### src/rtl/assert_report_pkg.sv
`default_nettype none
// ============================================================================
// Module      : assert_report_pkg
// Description : Shared constants, FSM state type and helpers for the
//               assertion report scheduler.
// Revision    : 1.0 - initial release
// ============================================================================
package assert_report_pkg;

    localparam int c_NUM_SRC_DFLT  = 8;
    localparam int c_CNT_W_DFLT    = 16;
    localparam int c_STOP_DLY_DFLT = 4;
    localparam int c_STOP_CNT_W    = 8;

    typedef enum logic [1:0] {
        ST_RUN   = 2'd0,
        ST_DRAIN = 2'd1,
        ST_HALT  = 2'd2
    } state_t;

    // Sources are capped at 32, so a fixed 32-bit popcount covers every build.
    function automatic logic [5:0] f_popcount32(input logic [31:0] v);
        logic [5:0] n;
        n = '0;
        for (int i = 0; i < 32; i++) begin
            n = n + {5'd0, v[i]};
        end
        return n;
    endfunction

endpackage
`default_nettype wire

### src/rtl/assert_rr_pick.sv
`default_nettype none
// ============================================================================
// Module      : assert_rr_pick
// Description : Combinational round-robin picker; the search starts one past
//               the last granted index and wraps at NUM_SRC-1.
// Revision    : 1.0 - initial release
// ============================================================================
module assert_rr_pick #(
    parameter int NUM_SRC = 8,
    parameter int IDX_W   = $clog2(NUM_SRC)
) (
    input  logic [NUM_SRC-1:0] req,
    input  logic [IDX_W-1:0]   last,
    output logic [NUM_SRC-1:0] gnt,
    output logic [IDX_W-1:0]   idx
);

    int               w_cand;
    logic [IDX_W-1:0] w_cand_idx;
    logic             w_found;

    always_comb begin
        gnt        = '0;
        idx        = '0;
        w_found    = 1'b0;
        w_cand     = 0;
        w_cand_idx = '0;
        // Offsets 1..NUM_SRC visit every source once, the last granted one last.
        for (int off = 1; off <= NUM_SRC; off++) begin
            w_cand = int'(last) + off;
            if (w_cand >= NUM_SRC) begin
                w_cand = w_cand - NUM_SRC;
            end
            w_cand_idx = IDX_W'(w_cand);
            if (!w_found && req[w_cand_idx]) begin
                gnt[w_cand_idx] = 1'b1;
                idx             = w_cand_idx;
                w_found         = 1'b1;
            end
        end
    end

endmodule
`default_nettype wire

### src/rtl/assert_report_sched.sv
`default_nettype none
// ============================================================================
// Module      : assert_report_sched
// Description : Collects assertion-monitor fires, timestamps them, reports
//               them one at a time over valid/ready and requests a stop.
// Revision    : 1.0 - initial release
// ============================================================================
module assert_report_sched
    import assert_report_pkg::*;
#(
    parameter int NUM_SRC  = c_NUM_SRC_DFLT,
    parameter int CNT_W    = c_CNT_W_DFLT,
    parameter int STOP_DLY = c_STOP_DLY_DFLT
) (
    input  logic                       clock,
    input  logic                       reset,
    input  logic [NUM_SRC-1:0]         fire_i,
    input  logic [NUM_SRC-1:0]         mask_i,
    output logic                       rpt_valid_o,
    input  logic                       rpt_ready_i,
    output logic [$clog2(NUM_SRC)-1:0] rpt_src_o,
    output logic [CNT_W-1:0]           rpt_cycle_o,
    output logic [NUM_SRC-1:0]         pend_o,
    output logic [CNT_W-1:0]           err_cnt_o,
    output logic                       ovf_o,
    output logic                       stop_o
);

    localparam int c_IDX_W = $clog2(NUM_SRC);

    logic [CNT_W-1:0]        r_cyc;
    logic [NUM_SRC-1:0]      r_pend;
    logic [CNT_W-1:0]        r_ts [NUM_SRC];
    logic [c_IDX_W-1:0]      r_ptr;
    logic                    r_valid;
    logic [c_IDX_W-1:0]      r_src;
    logic [CNT_W-1:0]        r_cycle;
    logic [CNT_W-1:0]        r_err;
    logic                    r_ovf;
    state_t                  r_state;
    logic [c_STOP_CNT_W-1:0] r_stop_cnt;
    logic                    r_stop;

    logic [NUM_SRC-1:0]      w_fire;
    logic [NUM_SRC-1:0]      w_gnt;
    logic [c_IDX_W-1:0]      w_gnt_idx;
    logic                    w_hs;
    logic                    w_slot_free;
    logic                    w_do_grant;
    logic [NUM_SRC-1:0]      w_clr;
    logic [NUM_SRC-1:0]      w_acc;
    logic                    w_ovf_hit;
    logic [31:0]             w_acc_ext;
    logic [5:0]              w_pop;
    logic [CNT_W:0]          w_err_sum;
    logic [CNT_W-1:0]        w_err_sat;

    assert_rr_pick #(
        .NUM_SRC (NUM_SRC),
        .IDX_W   (c_IDX_W)
    ) u_rr_pick (
        .req  (r_pend),
        .last (r_ptr),
        .gnt  (w_gnt),
        .idx  (w_gnt_idx)
    );

    assign w_fire      = fire_i & mask_i;
    assign w_hs        = r_valid & rpt_ready_i;
    // The slot frees up in the same cycle it is consumed, allowing back-to-back reports.
    assign w_slot_free = ~r_valid | rpt_ready_i;
    assign w_do_grant  = w_slot_free & (|r_pend);
    assign w_clr       = w_do_grant ? w_gnt : '0;

    // A fire landing on the bit being granted away starts a fresh pending entry.
    assign w_acc     = w_fire & (~r_pend | w_clr);
    assign w_ovf_hit = |(w_fire & r_pend & ~w_clr);

    assign w_acc_ext = 32'(w_acc);
    assign w_pop     = f_popcount32(w_acc_ext);
    assign w_err_sum = {1'b0, r_err} + (CNT_W + 1)'(w_pop);
    assign w_err_sat = w_err_sum[CNT_W] ? '1 : w_err_sum[CNT_W-1:0];

    always_ff @(posedge clock or posedge reset) begin
        if (reset) begin
            r_cyc   <= '0;
            r_pend  <= '0;
            r_ptr   <= c_IDX_W'(NUM_SRC - 1);
            r_valid <= 1'b0;
            r_src   <= '0;
            r_cycle <= '0;
            r_err   <= '0;
            r_ovf   <= 1'b0;
        end else begin
            r_cyc  <= r_cyc + CNT_W'(1);
            r_pend <= (r_pend & ~w_clr) | w_acc;
            r_err  <= w_err_sat;
            if (w_ovf_hit) begin
                r_ovf <= 1'b1;
            end
            if (w_do_grant) begin
                r_valid <= 1'b1;
                r_src   <= w_gnt_idx;
                r_cycle <= r_ts[w_gnt_idx];
                r_ptr   <= w_gnt_idx;
            end else if (w_hs) begin
                r_valid <= 1'b0;
            end
        end
    end

    for (genvar i = 0; i < NUM_SRC; i++) begin : g_ts
        always_ff @(posedge clock or posedge reset) begin
            if (reset) begin
                r_ts[i] <= '0;
            end else if (w_acc[i]) begin
                r_ts[i] <= r_cyc;
            end
        end
    end

    // Stop sequencing: countdown starts at the first consumed report; HALT is terminal.
    always_ff @(posedge clock or posedge reset) begin
        if (reset) begin
            r_state    <= ST_RUN;
            r_stop_cnt <= '0;
            r_stop     <= 1'b0;
        end else begin
            case (r_state)
                ST_RUN: begin
                    if (w_hs) begin
                        r_state    <= ST_DRAIN;
                        r_stop_cnt <= c_STOP_CNT_W'(STOP_DLY);
                    end
                end
                ST_DRAIN: begin
                    r_stop_cnt <= r_stop_cnt - c_STOP_CNT_W'(1);
                    if (r_stop_cnt <= c_STOP_CNT_W'(1)) begin
                        r_state <= ST_HALT;
                        r_stop  <= 1'b1;
                    end
                end
                ST_HALT: begin
                    r_stop <= 1'b1;
                end
                default: begin
                    r_state <= ST_RUN;
                end
            endcase
        end
    end

    assign rpt_valid_o = r_valid;
    assign rpt_src_o   = r_src;
    assign rpt_cycle_o = r_cycle;
    assign pend_o      = r_pend;
    assign err_cnt_o   = r_err;
    assign ovf_o       = r_ovf;
    assign stop_o      = r_stop;

endmodule
`default_nettype wire

### config.mk
export PLATFORM = sky130hd
export DESIGN_NAME = assert_report_sched
export DESIGN_NICKNAME = d
export VERILOG_FILES = /design/src/rtl/assert_report_pkg.sv /design/src/rtl/assert_rr_pick.sv /design/src/rtl/assert_report_sched.sv
export SDC_FILE = /design/constraint.sdc
export NUM_CORES = 1
export LEC_CHECK = 0
export CAP_MARGIN = 10
export CORE_MARGIN = 4
export CORE_UTILIZATION = 25
export DETAILED_ROUTE_END_ITERATION = 10
export DONT_BUFFER_PORTS = 1
export PLACE_DENSITY = 0.47
export SLEW_MARGIN = 20
export SYNTH_ARGS = -nofsm -noshare
export SYNTH_HDL_FRONTEND = slang
export SYNTH_SLANG_ARGS = --single-unit
### constraint.sdc
create_clock -name clock -period 16.3 [get_ports clock]
set_input_delay 4.89 -clock clock [delete_from_list [all_inputs] [get_ports clock]]
set_output_delay 4.89 -clock clock [all_outputs]
set_load 0.05 [all_outputs]
==> metrics.cfg, run 1 <==
[power]
power_mw = 2.767
power_density_nw_per_um2 = 223.9
internal-power_mw = 1.547
seq_power_share = 0.313
p_comb_frac = 0.496
clockPowerShare = 0.192
p_leak_nw = 5.534
irDropWorstVdd_mv = 0.1227
swShare = 0.4410
p_sw_mw = 1.220

[timing]
fin_crit_sh = 0.5832
final.setup.tns_ns = 0
finalClockSkew_ns = 0.01328
maxSlewViolCount = 0
finalSetupViolCount = 0
final_hold_viol_count = 0
max_freq_ghz = 0.1052
slew-limit-headroom = 0.3695
rsz0062_at_grt = false
whs_ns = 0.4927
worst_slew_pin_slew_ns = 0.9457
min_period_ns = 9.506

[yosys]
ys_async_sr_fraction = 1.000
synth_warnings = 0
synthFlopType = dfrtp_1
synthCells = 915
synth-edff-count = 0
synth.avg_cell_area_um2 = 12.12
syn-num-nets = 954
synth.ff_latch_count = 203
syn_area_um2 = 11090
synth_seq_area_share = 0.4583
post_synth_num_cell_types = 87

[final_layout]
insertedDiodeCount = 0
layout.nets = 932
drive_above_1_share = 0.2720
fin_cells = 1493
fillCellCount = 4466
ff_latch_area_um2 = 5084
areaGrowthSynthToFinish_pct = 11.41
multiInputGateArea_um2 = 5529

[route]
dr.first_iter.drc_count = 504
dr.pass1.iters = 6
ant_nets = 0
remaining_drc_errors = 0
post_drt_wl_per_cell_um = 18.54
drt-total-wl_um = 27680
dr_total_vias = 7242
via_per_inst = 4.851

[cts]
clock_path_buffers = 3
clk_pin_slew_ns = 0.06
cts_hold_buf = 0
numCtsBuffers = 22
clk_latency_ns = 0.51
cts_resized = 0
h-tree-depth = 1
post_cts_buffers = 0
clockRootBuffer = clkbuf_16
cts_tree = yes
cts.sinks = 203

[critical_path]
cp_slowest_stage_delay_ns = 0.52
critPathTopFamily = adder cells
r2r-start = r_ptr[0]$_DFFE_PP1P_
path_buf_inv = 4
cp_slowest_cell = a211oi_1
cp_data_required_time_ns = 16.66
path_class = in -> reg
path_cells = nand2b_1, o21ai_1, buf_4, a21oi_1, a211oi_1, nor2_2, buf_4, fa_1, inv_1, fa_1, fa_1, fa_1, inv_1, fa_1, a21o_1, a21oi_1, nor2b_1, nand3_1, o21ai_0
cp_common_cell = fa_1
worstSetupStartpointType = primary input
crit_start = rpt_ready_i
crit_path_end_kind = flop
crit_path_max_fanout = 17
cp_data_arrival_time_ns = 9.86

[global_routing]
grt_antenna_before_repair = 0
global_route.peak_usage_layer = met2
grt_pass1_vias = 7465
grt_max_degree = 131
grt_util_all_layers = 0.1168
grt_pass1_wl_um = 44400
use_met2 = 0.1839
gr-usage-met1 = 0.1640
grt_overflow = 0
met3_usage = 0.03017

[hold_path]
hold_path.class = reg -> reg
worstHoldStart = r_ts[127]$_DFFE_PP0P_

[job]
maxCapViolations = 0

[die]
rows = 76
core_um2 = 43460
start_util = 0.2553
dieArea_um2 = 47810
die_w_um = 218.6
die_y_um = 218.6
ioPinCount = 65

[outcome]
status = completed

[place]
place_congestion = 0.8356
port-buffer-count = 0
dp.cells = 1454
hpwl_um = 17870

## power by group through the flow
| stage | Clock, mW | Sequential, mW | Combinational (mW) |
|---|---|---|---|
| global placement | 0 | 0.880 | 1.38 |
| floorplan | 0 | 0.808 | 1.16 |
| detailed placement | 0 | 0.881 | 1.38 |
| finish | 0.531 | 0.865 | 1.37 |
| global route | 0.571 | 0.886 | 1.49 |
| CTS | 0.551 | 0.872 | 1.38 |
## worst paths after layout
path / endpoint / slack (ns) / cells past startpoint
max: err_cnt_o[9]$_DFF_PP0_ / 6.79 / 19
min: r_ts[127]$_DFFE_PP0P_ / 0.49 / 1
max reg2reg: err_cnt_o[9]$_DFF_PP0_ / 7.78 / 23
min reg2reg: r_ts[127]$_DFFE_PP0P_ / 0.49 / 1
max in group asynchronous: r_ts[91]$_DFFE_PP0P_ / 10.40 / 2
min in group asynchronous: r_cyc[3]$_DFF_PP0_ / 4.43 / 1
## layout make-up
class,count,share of cell area
multi-input combinational,622,0.4474
sequential,203,0.4113
tap,585,0.05922
clock buffer,31,0.05548
timing repair buffer,17,0.01033
inverter,27,0.008807
clock inverter,8,0.007491
## layer usage
metal,wire length (um),up-vias,share of wire
met5,0,-,0
li1,-,3318,-
met3,1736,33,0.063
met1,13190,3731,0.48
met4,354,0,0.013
met2,12390,160,0.45
## stage by stage
| step | cell area, um2 | setup WS (ns) | utilization |
|---|---|---|---|
| after floorplan | 11090 | 5.876 | - |
| after global placement | 11580 | 6.405 | 0.2665 |
| after CTS | 12360 | 6.774 | 0.2844 |
| after detailed placement | 11580 | 6.239 | 0.2665 |
| final | 12360 | 6.794 | 0.2844 |
| after global routing | 12360 | 6.349 | 0.2844 |
## cell families (layout without fill, tap and decap cells)
kind of cell,count (synthesis),after routing,share of synthesized area
AOI/OAI and AO/OA,144,144,0.1005
xor gates and xnor gates,27,27,0.02267
adders and majority gates,20,20,0.02594
buffers and inverters,90,83,0.04500
DFF,203,203,0.4583
muxes,240,240,0.2573
and+or+nand+nor,191,191,0.09035
## synth_stat cells, types with 3 or more instances
library cell  instances  share of area
fa_1                  5         0.0090
o21ai_0              19         0.0086
a222oi_1              3         0.0027
a21o_1                8         0.0054
and2_1                3         0.0017
clkbuf_1             27         0.0091
mux2_4               19          0.026
and3_1               12         0.0068
buf_4                14         0.0095
a221oi_1             17          0.013
nand2b_1              6         0.0034
xnor2_1              15          0.012
mux2i_1              80          0.072
o21a_1               15          0.010
nor2b_1               7         0.0039
mux4_2               16          0.032
dfstp_2               3         0.0071
or3_1                 4         0.0023
a21oi_1              27          0.012
nand4_1               8         0.0045
a211oi_1              3         0.0020
nor2_1               43          0.015
inv_1                26         0.0088
a221o_1               3         0.0027
buf_6                11          0.011
nor3_1                6         0.0027
xor2_1               10         0.0079
buf_2                 8         0.0036
or4_1                 3         0.0020
ha_1                 15          0.017
dfrtp_1             200           0.45
nand2_1              55          0.019
o22ai_1               6         0.0034
mux2_2              124           0.13
nand3_1              26          0.012
## flip-flops by register name, indices dropped and copies added (netlist names)
signal	cells
err_cnt_o	16
ovf_o	1
pend_o	8
r_cyc	16
r_ptr	3
r_state	2
r_stop_cnt	8
r_ts	128
rpt_cycle_o	16
rpt_src_o	3
rpt_valid_o	1
stop_o	1
## cell usage in the layout, fill, tap and decap left out, types with 16 or more instances in the layout
cell	synthesis	routed
buf_4	14	17
inv_1	26	25
mux2_4	19	19
nand2_1	55	55
dfrtp_1	200	200
mux4_2	16	16
nor2_1	43	43
a21oi_1	27	27
a221oi_1	17	17
nand3_1	26	26
mux2i_1	80	80
mux2_2	124	124
clkbuf_16	0	23
o21ai_0	19	19
Power figures use the tool's default switching activity.
==> run 2, diff against run 1 <==
==> constraint.sdc (replaced) <==
create_clock -name clock -period 9.5 [get_ports clock]
set_input_delay 2.85 -clock clock [delete_from_list [all_inputs] [get_ports clock]]
set_output_delay 2.85 -clock clock [all_outputs]
set_load 0.05 [all_outputs]
==> run 2 against run 1 <==
  * Non-clock buffer count is 1 higher
  * Via count is 0.11% higher
  * Critical endpoint is now err_cnt_o[7]$_DFF_PP0_
  * Die area stayed put
==> metrics.cfg, run 2 (same netlist as run 1, synthesis figures left out) <==
[route]
dr.first_iter.drc_count = 463  ; -8.1%
via_per_inst = 4.843  ; -0.16%
drt-total-wl_um = 28480  ; +2.9%
dr.pass1.iters = 5  ; -1
ant_nets = 0  ; unchanged
remaining_drc_errors = 0  ; unchanged
dr_total_vias = 7250  ; +0.11%
post_drt_wl_per_cell_um = 19.03  ; +2.6%

[critical_path]
path_class = reg -> reg
crit_path_end_kind = flop
crit_path_max_fanout = 28  ; +11
cp_data_arrival_time_ns = 8.58  ; -1.28 ns
cp_data_required_time_ns = 9.86  ; -6.80 ns
worstSetupStartpointType = flop

[die]
start_util = 0.2553  ; unchanged
die_w_um = 218.6  ; unchanged
rows = 76  ; unchanged
ioPinCount = 65  ; unchanged
core_um2 = 43460  ; unchanged
dieArea_um2 = 47810  ; unchanged
die_y_um = 218.6  ; unchanged

[power]
power_density_nw_per_um2 = 386.5  ; +73%
internal-power_mw = 2.656  ; +72%
p_sw_mw = 2.126  ; +74%
p_leak_nw = 5.532  ; about the same
clockPowerShare = 0.189  ; -0.003
seq_power_share = 0.307  ; -0.006
irDropWorstVdd_mv = 0.2606  ; +110%
p_comb_frac = 0.505  ; +0.009
swShare = 0.4446  ; +0.003634

[timing]
fin_crit_sh = 0.8655
max_freq_ghz = 0.1216
maxSlewViolCount = 0  ; unchanged
final_hold_viol_count = 0  ; unchanged
rsz0062_at_grt = false
worst_slew_pin_slew_ns = 1.043  ; +0.09760 ns
finalClockSkew_ns = 0.01300  ; -0.0002815 ns
slew-limit-headroom = 0.3045  ; -0.06507
finalSetupViolCount = 0  ; unchanged
min_period_ns = 8.222
final.setup.tns_ns = 0  ; unchanged

[final_layout]
mostFrequentLayoutCell = dfrtp_1
areaGrowthSynthToFinish_pct = 11.55
layout.nets = 935  ; +0.32%
layout_common_cells = 200 x dfrtp_1, 124 x mux2_2, 80 x mux2i_1, 55 x nand2_1, 43 x nor2_1
largest_reg_flops = 128  ; unchanged
insertedDiodeCount = 0  ; unchanged
drive_above_1_share = 0.2664  ; -0.005579
fin_cells = 1497  ; +0.27%
max_flop_register = r_ts

[cts]
clk_latency_ns = 0.51  ; about the same
cts_tree = yes
cts_resized = 0  ; unchanged
clockRootBuffer = clkbuf_16
h-tree-depth = 1  ; unchanged
cts.sinks = 203  ; unchanged
numCtsBuffers = 24  ; +9.1%
cts_hold_buf = 0  ; unchanged
clock_path_buffers = 3  ; unchanged
clk_pin_slew_ns = 0.06  ; about the same
post_cts_buffers = 0  ; unchanged

[job]
maxCapViolations = 0  ; unchanged

[global_routing]
grt_max_degree = 144  ; +9.9%
grt_pass1_vias = 7439  ; -0.35%
grt_util_all_layers = 0.1187  ; +0.001968
grt_antenna_before_repair = 0  ; unchanged
grt_overflow = 0  ; unchanged
grt_pass1_wl_um = 45210  ; +1.8%

[hold_path]
hold_path.class = reg -> reg

[place]
hpwl_um = 18110  ; +1.3%
dp.cells = 1455  ; +0.069%
port-buffer-count = 0  ; unchanged
place_congestion = 0.8759  ; +4.8%

[outcome]
status = completed

run 2: worst max-delay path, cell delays in order, from the launching register on:
cell and delay [ns]:
dfstp_2 0.75, inv_1 0.16, ha_1 1.01, mux4_2 0.69, mux2_2 0.41, nor4_2 0.28
and3_1 0.38, a221oi_2 0.15, o2bb2a_4 0.23, a21boi_1 0.07, nand3b_4 0.15, buf_4 0.22
inv_1 0.11, fa_1 0.42, inv_1 0.08, fa_1 0.42, fa_1 0.51, fa_1 0.16
inv_1 0.06, fa_1 0.39, a21o_1 0.19, a21oi_1 0.41, nor2b_1 0.20, nand3_1 0.43
o21ai_0 0.16
run 2: final timing paths:
| path | slack [ns] | startpoint | cells after the start | end |
|---|---|---|---|---|
| min in group asynchronous | 2.26 | reset | 1 | r_ts[66]$_DFFE_PP0P_ |
| hold / removal | 0.49 | r_stop_cnt[7]$_DFFE_PP0P_ | 1 | r_stop_cnt[7]$_DFFE_PP0P_ |
| setup reg to reg | 1.28 | r_ptr[1]$_DFFE_PP1P_ | 24 | err_cnt_o[7]$_DFF_PP0_ |
| setup / recovery | 1.28 | r_ptr[1]$_DFFE_PP1P_ | 24 | err_cnt_o[7]$_DFF_PP0_ |
| max in group asynchronous | 5.92 | reset | 2 | r_ts[78]$_DFFE_PP0P_ |
| hold reg to reg | 0.49 | r_stop_cnt[7]$_DFFE_PP0P_ | 1 | r_stop_cnt[7]$_DFFE_PP0P_ |
run 2: stage by stage:
step                cell area [um2]  hold slack [ns]    util  setup WS [ns]  total power [mW]
global route                  12370           0.5122  0.2848         0.7501             5.069
floorplan                     11090           0.4578       -          1.116             3.383
finish                        12370           0.4941  0.2848          1.278             4.783
global placement              11590           0.4795  0.2667          1.430             3.921
detailed placement            11590           0.4890  0.2667          1.256             3.900
CTS                           12370           0.5007  0.2846          1.265             4.832
run 2: per-layer routing:
metal,wire [um],global-route usage,vias to the layer above,part of all wire
li1,-,-,3331,-
met1,13820,0.1730,3702,0.49
met2,12390,0.1801,180,0.43
met3,1762,0.02850,37,0.062
met4,509,0.02380,0,0.018
met5,0,0,-,0
run 2: cell type report:
cell class                 instances  area [um2]
fill                            4498       31080
multi-input combinational        622        5533
inverter                          27       113.9
tap                              585       732.0
clock inverter                     2       35.03
clock buffer                      40       742.0
sequential                       203        5084
timing repair buffer              18       135.1
run 2: power by group through the flow:
| stage | sequential (mW) | clock (mW) | combinational (mW) |
|---|---|---|---|
| floorplan | 1.39 | 0 | 2.00 |
| global placement | 1.49 | 0 | 2.43 |
| finish | 1.47 | 0.903 | 2.41 |
| global route | 1.50 | 0.972 | 2.60 |
| detailed placement | 1.49 | 0 | 2.41 |
| CTS | 1.48 | 0.935 | 2.42 |
